## config.mk

```make
export PLATFORM = sky130hd
export DESIGN_NAME = shift_arbiter
export DESIGN_NICKNAME = d
export VERILOG_FILES = /design/src/rtl/shift_arbiter.sv
export SDC_FILE = /design/constraint.sdc
export NUM_CORES = 1
export LEC_CHECK = 0
export CORE_AREA = 4 4 103 95
export CTS_BUF_LIST = sky130_fd_sc_hd__clkbuf_4
export CTS_CLUSTER_SIZE = 20
export DETAILED_ROUTE_END_ITERATION = 8
export DIE_AREA = 0 0 107 99
export HOLD_SLACK_MARGIN = 0.12
export PLACE_DENSITY = 0.81
export RECOVER_POWER = 25
export SLEW_MARGIN = 20
export SYNTH_ARGS = -nofsm -noshare
export SYNTH_HDL_FRONTEND = slang
export SYNTH_SLANG_ARGS = --single-unit
```

## constraint.sdc

```tcl
create_clock -name clk -period 2.2 [get_ports clk]
set_clock_uncertainty 0.05 [all_clocks]
set_input_delay 0.22 -clock clk [delete_from_list [all_inputs] [get_ports clk]]
set_output_delay 0.22 -clock clk [all_outputs]
set_load 0.05 [all_outputs]
```

## src/rtl/shift_arbiter.sv

```systemverilog
// Two-port arbiter/sequencer in front of the shared combinational BETA shift unit.
// Define SHIFT_ARB_RR_EN for round-robin arbitration; default build is fixed priority (port 0 wins).
module shift_arbiter (
    input  logic        clk,
    input  logic        rst_n,
    input  logic        req0_valid,
    output logic        req0_ready,
    input  logic [1:0]  req0_sfn,
    input  logic [31:0] req0_a,
    input  logic [4:0]  req0_b,
    input  logic        req1_valid,
    output logic        req1_ready,
    input  logic [1:0]  req1_sfn,
    input  logic [31:0] req1_a,
    input  logic [4:0]  req1_b,
    output logic [1:0]  sh_sfn,
    output logic [31:0] sh_a,
    output logic [4:0]  sh_b,
    input  logic [31:0] sh_y,
    output logic        rsp_valid,
    input  logic        rsp_ready,
    output logic        rsp_id,
    output logic [31:0] rsp_y,
    output logic        busy
);

    typedef enum logic [1:0] {
        IDLE = 2'd0,
        EXEC = 2'd1,
        RESP = 2'd2
    } state_e;

    state_e      state_q, state_d;
    logic [1:0]  sfn_q, sfn_d;
    logic [31:0] a_q, a_d;
    logic [4:0]  b_q, b_d;
    logic        id_q, id_d;
    logic [31:0] rsp_y_q, rsp_y_d;
    logic        grant0, grant1;

`ifdef SHIFT_ARB_RR_EN
    logic        last_q, last_d;

    // On a tie the port that did not win last time is served.
    always_comb begin
        grant0 = 1'b0;
        grant1 = 1'b0;
        if (req0_valid && req1_valid) begin
            grant0 = last_q;
            grant1 = !last_q;
        end else begin
            grant0 = req0_valid;
            grant1 = req1_valid;
        end
    end
`else
    always_comb begin
        grant0 = req0_valid;
        grant1 = req1_valid && !req0_valid;
    end
`endif

    // NOTE: every always_comb output gets a default before the case, so no path can infer a latch.
    always_comb begin
        state_d    = state_q;
        sfn_d      = sfn_q;
        a_d        = a_q;
        b_d        = b_q;
        id_d       = id_q;
        rsp_y_d    = rsp_y_q;
        req0_ready = 1'b0;
        req1_ready = 1'b0;
        rsp_valid  = 1'b0;
`ifdef SHIFT_ARB_RR_EN
        last_d     = last_q;
`endif
        case (state_q)
            IDLE: begin
                // Ready is masked by reset so outputs sit at their reset values while rst_n is low.
                req0_ready = rst_n && grant0;
                req1_ready = rst_n && grant1;
                if (grant0 || grant1) begin
                    sfn_d   = grant1 ? req1_sfn : req0_sfn;
                    a_d     = grant1 ? req1_a   : req0_a;
                    b_d     = grant1 ? req1_b   : req0_b;
                    id_d    = grant1;
`ifdef SHIFT_ARB_RR_EN
                    last_d  = grant1;
`endif
                    state_d = EXEC;
                end
            end
            EXEC: begin
                rsp_y_d = sh_y;
                state_d = RESP;
            end
            RESP: begin
                rsp_valid = 1'b1;
                if (rsp_ready) begin
                    state_d = IDLE;
                end
            end
            default: state_d = IDLE;
        endcase
    end

    // NOTE: state registers use non-blocking assignments so every flop samples pre-edge values.
    always_ff @(posedge clk or negedge rst_n) begin
        if (!rst_n) begin
            state_q <= IDLE;
            sfn_q   <= 2'b00;
            a_q     <= 32'h0;
            b_q     <= 5'd0;
            id_q    <= 1'b0;
            rsp_y_q <= 32'h0;
        end else begin
            state_q <= state_d;
            sfn_q   <= sfn_d;
            a_q     <= a_d;
            b_q     <= b_d;
            id_q    <= id_d;
            rsp_y_q <= rsp_y_d;
        end
    end

`ifdef SHIFT_ARB_RR_EN
    always_ff @(posedge clk or negedge rst_n) begin
        if (!rst_n) begin
            last_q <= 1'b1;
        end else begin
            last_q <= last_d;
        end
    end
`endif

    assign sh_sfn = sfn_q;
    assign sh_a   = a_q;
    assign sh_b   = b_q;
    assign rsp_id = id_q;
    assign rsp_y  = rsp_y_q;
    assign busy   = (state_q != IDLE);

endmodule

```

# == Yosys cells after proc, flatten, opt, wreduce, memory -nomap -nowiden ==
# Index checks and enable logic that the tools add are counted.
# word_totals
regBits,74
inputBits,115
out_inout_bits,76
word_cells,28
# op_classes
n_eq_ne,4
n_mux,9
n_reduce_logical,9
# op_table
operator,count
2-to-1 mux 32 bit,1
2-to-1 mux 2 bit,3
one-hot mux 2 bit (3 select lines),1
2-to-1 mux 5 bit,1
"inequality test 2 bit, second input constant",2
AND reduction 2 bit,2
logical AND 1 bit,3
2-to-1 mux 1 bit,3
"== test 2 x 1 -> 1 bit, second input constant",1
"== test 2 bit, second input constant",1
zero test 2 bit,1
nonzero test 2 bit,1
zero test 1 bit,1
logical OR 1 bit,1

# == Depth between registers and ports, before layout ==
# logic_depth
ltp_word,5
depth_mapped,4
mapped_depth_nobuf,3

# == Least setup slack after synthesis ==
# No wires, ideal clock.
# synth_path
path_type,flip-flop to output port
from,reg state_q[0]
to,out req1_ready
t_arrival_ns,1.273
required_time_ns,1.930
slack_ns,0.657
path_stages_with_launch,4
path_buffers,0
path_cell_list,dfrtp_1 > nor2_2 > nand2_1 > nor2_1
# synth_between
elab_chain_cells,2
# synth_lines
item,line_no,source
"start, declared",33,"state_e state_q, state_d;"
"start signal, assigned",117,state_q <= state_d;
zero test 2 bit,77,case (state_q)
2-to-1 mux 1 bit,77,
"end, declared",12,"output logic req1_ready,"
# Every way passes these cells.

# == Worst setup path in the final report ==
# layout_path
from,"reg a_q[4], in the netlist sh_a[4]"
to,out sh_a[4]
# layout_lines
item,line_no,source
"start, declared",35,"logic [31:0] a_q, a_d;"
"start signal, assigned",112,a_q <= 32'h0;
"start signal, assigned",119,a_q <= a_d;
"end, declared",17,"output logic [31:0] sh_a,"
# No word-level cell between the ends.

==> impl_metrics.yaml <==
yosys:
  synth_simple_gate_area_share_pct: 1.358
  synth-adder-area-share_pct: 0
  synth_nets: 324
  synthMuxAreaShare_pct: 40.64
  synth_top_area_cell: "dfrtp_1"
  yosysUniqueCellTypes: 16
  synth_cells: 209
  synth-compound-area-share_pct: 0.6608
  synth-seq-cells: 74
  synth_top_cell_area_share_pct: 54.33
  synth-xor-area-share_pct: 0
  synth_top_family_by_area: "multiplexers"
  seq_area_frac_synth_pct: 54.33
  synth_area_leaders: "dfrtp_1, mux2_2, mux2_4, buf_6, buf_4"
  avgSynthCellArea_um2: 16.31
  syn_area_um2: 3408
  ys_warn_count: 0
finish:
  num-fill-cells: 695
  final_common_cell: "clkdlybuf4s50_1"
  drive_gt1_share_pct: 33.50
  syn_to_final_growth_pct: 65.20
  finalNetCount: 520
  mostFrequentLayoutCells: "clkdlybuf4s50_1, dfrtp_1, mux2_2"
  antenna-diode-count: 0
floorplanning:
  dieArea_um2: 10590
  dieHeight_um: 99
  ios: 191
  core_um2: 8568
  rows: 32
  fp.dieW_um: 107
  start_util_pct: 39.78
global_routing:
  globalRouteOverflowTotal: 0
  grt_max_degree: 41
  grt_pass1_wl_mm: 13.99
  grt_antenna_before_repair: 0
  grt_usage_pct: 16.97
  grt_pass1_vias: 2811
place:
  dp_hpwl_mm: 7.038
  place_congestion: 0.7132
  io_buffers: 190
routing:
  drtAntennaViolNets: 0
  drtPass1Iterations: 4
  drt_iter0_drc: 46
  vias: 2472
  drc: 0
  routed_wl_mm: 9.016
  wire_per_inst_um: 17.08
  viasPerCell: 4.682
sta:
  drv_slew: 0
  finalCritPeriodShare_pct: 85.70
  tns_ns: 0
  tightest_slew_ns: 0.7407
  slew_headroom_pct: 50.62
  setup_violations: 0
  hold_violations: 0
  fmax_ghz: 0.5304
  fin_crit_ns: 1.885
  rsz0062_at_grt: "no"
worst_setup_path:
  startpoint_type: "flop"
  worstPathArrival_ns: 1.62
  cp_top_family: "buffers and inverters"
  cp_num_buf_inv: 1
  critPathKind: "flop to output port"
  path_cells: "clkdlybuf4s50_1"
  critPathSlowestCell: "clkdlybuf4s50_1"
  worst-path-max-fanout: 2
  required_ns: 1.93
  cpPeakStageDelay_ns: 0.82
  endpoint_kind: "output port"
worst_hold_path:
  hp-class: "input port to async pin"
clock_tree:
  cts-buffers-inserted: 9
  post-cts-setup-buffer-count: 0
  cts_tree: "done"
  htreeDepth: 3
  clock_latency_ns: 0.40
  cts_root_buffer: "clkbuf_4"
  clk_pin_slew_ns: 0.12
  clock_sinks: 74
  clk_path_buf_depth: 2
outcome:
  status: "finished, final reports clean"
job:
  drv_cap: 0
power_and_ir_drop:
  vdd_drop_max_mv: 0.8557
  p_total_mw: 9.091
  p_leak_nw: 2.447
  power.density_nw_per_um2: 1615
## per-stage QoR
step                      util, %  hold WS, ns  std cells  setup WS (ns)  instance area, µm²
after floorplan                 -      -0.1256        209         0.6569                3408
after global placement      63.79      0.08517        512         0.3532                5465
after detailed placement    63.79      0.09076        512         0.3036                5465
after CTS                   65.71       0.1751        528        0.01608                5630
after global routing        65.71       0.2172        528         0.2502                5630
final                       65.71       0.2219        528         0.3146                5630
## cell type report
| type | count | area [µm²] | share of cell area (%) |
|---|---|---|---|
| tap | 119 | 148.9 | 2.644 |
| inverter | 2 | 7.507 | 0.1333 |
| multi-input combinational | 121 | 1455 | 25.84 |
| sequential | 74 | 1852 | 32.89 |
| timing repair buffer | 197 | 2012 | 35.73 |
| clock inverter | 3 | 65.06 | 1.156 |
| clock buffer | 12 | 90.09 | 1.600 |
## worst paths after layout
path / to / slack [ns] / from / cells after the start
min reg2reg: rsp_y[18] / 0.46 / rsp_y[18] / 1
min: rsp_y[29] / 0.22 / rst_n / 2
min in group clk: state_q[1] / 0.35 / rsp_ready / 2
max reg2reg: sh_a[31] / 0.53 / state_q[0] / 4
max: sh_a[4] / 0.31 / sh_a[4] / 1
max in group asynchronous: sh_a[27] / 0.85 / rst_n / 3
## cell families after synthesis
kind of cell	Yosys count
muxes	110
DFF	74
buffers and inverters	14
and+or+nand+nor	7
AOI/OAI and AO/OA	4
## state kept, by name, summed over array words and instances (netlist names)
signal / cells
sh_sfn: 2
sh_a: 32
rsp_y: 32
sh_b: 5
rsp_id: 1
state_q: 2
## where the power goes
group          total [mW]  switching, mW  internal [mW]
Sequential           2.41          0.351           2.06
Clock               0.938          0.444          0.493
Combinational        5.74           3.47           2.27
Total                9.09           4.27           4.83
## timing repair
| action | in CTS | in global routing |
|---|---|---|
| hold buffers | 1 | 0 |
| setup endpoints to repair | 0 | 2 |
| endpoints found under the hold margin | 74 | 0 |
| gates resized for setup | 0 | 2 |
## cell usage after synthesis, drive strengths merged
cell      n
mux2    110
nand2     1
buf      12
inv       2
and3      1
dfrtp    74
o21ai     1
nor2      2
o21a      1
nand2b    3
a21oi     2
## layer usage
| metal | GRT usage [%] | up-vias | routed length (µm) |
|---|---|---|---|
| li1 | - | 1137 | - |
| met1 | 17.52 | 1200 | 3186 |
| met2 | 30.78 | 116 | 4779 |
| met3 | 7.138 | 19 | 858 |
| met4 | 5.900 | 0 | 192 |
| met5 | 0 | - | 0 |
No activity file was read; power rests on OpenSTA's default activity.
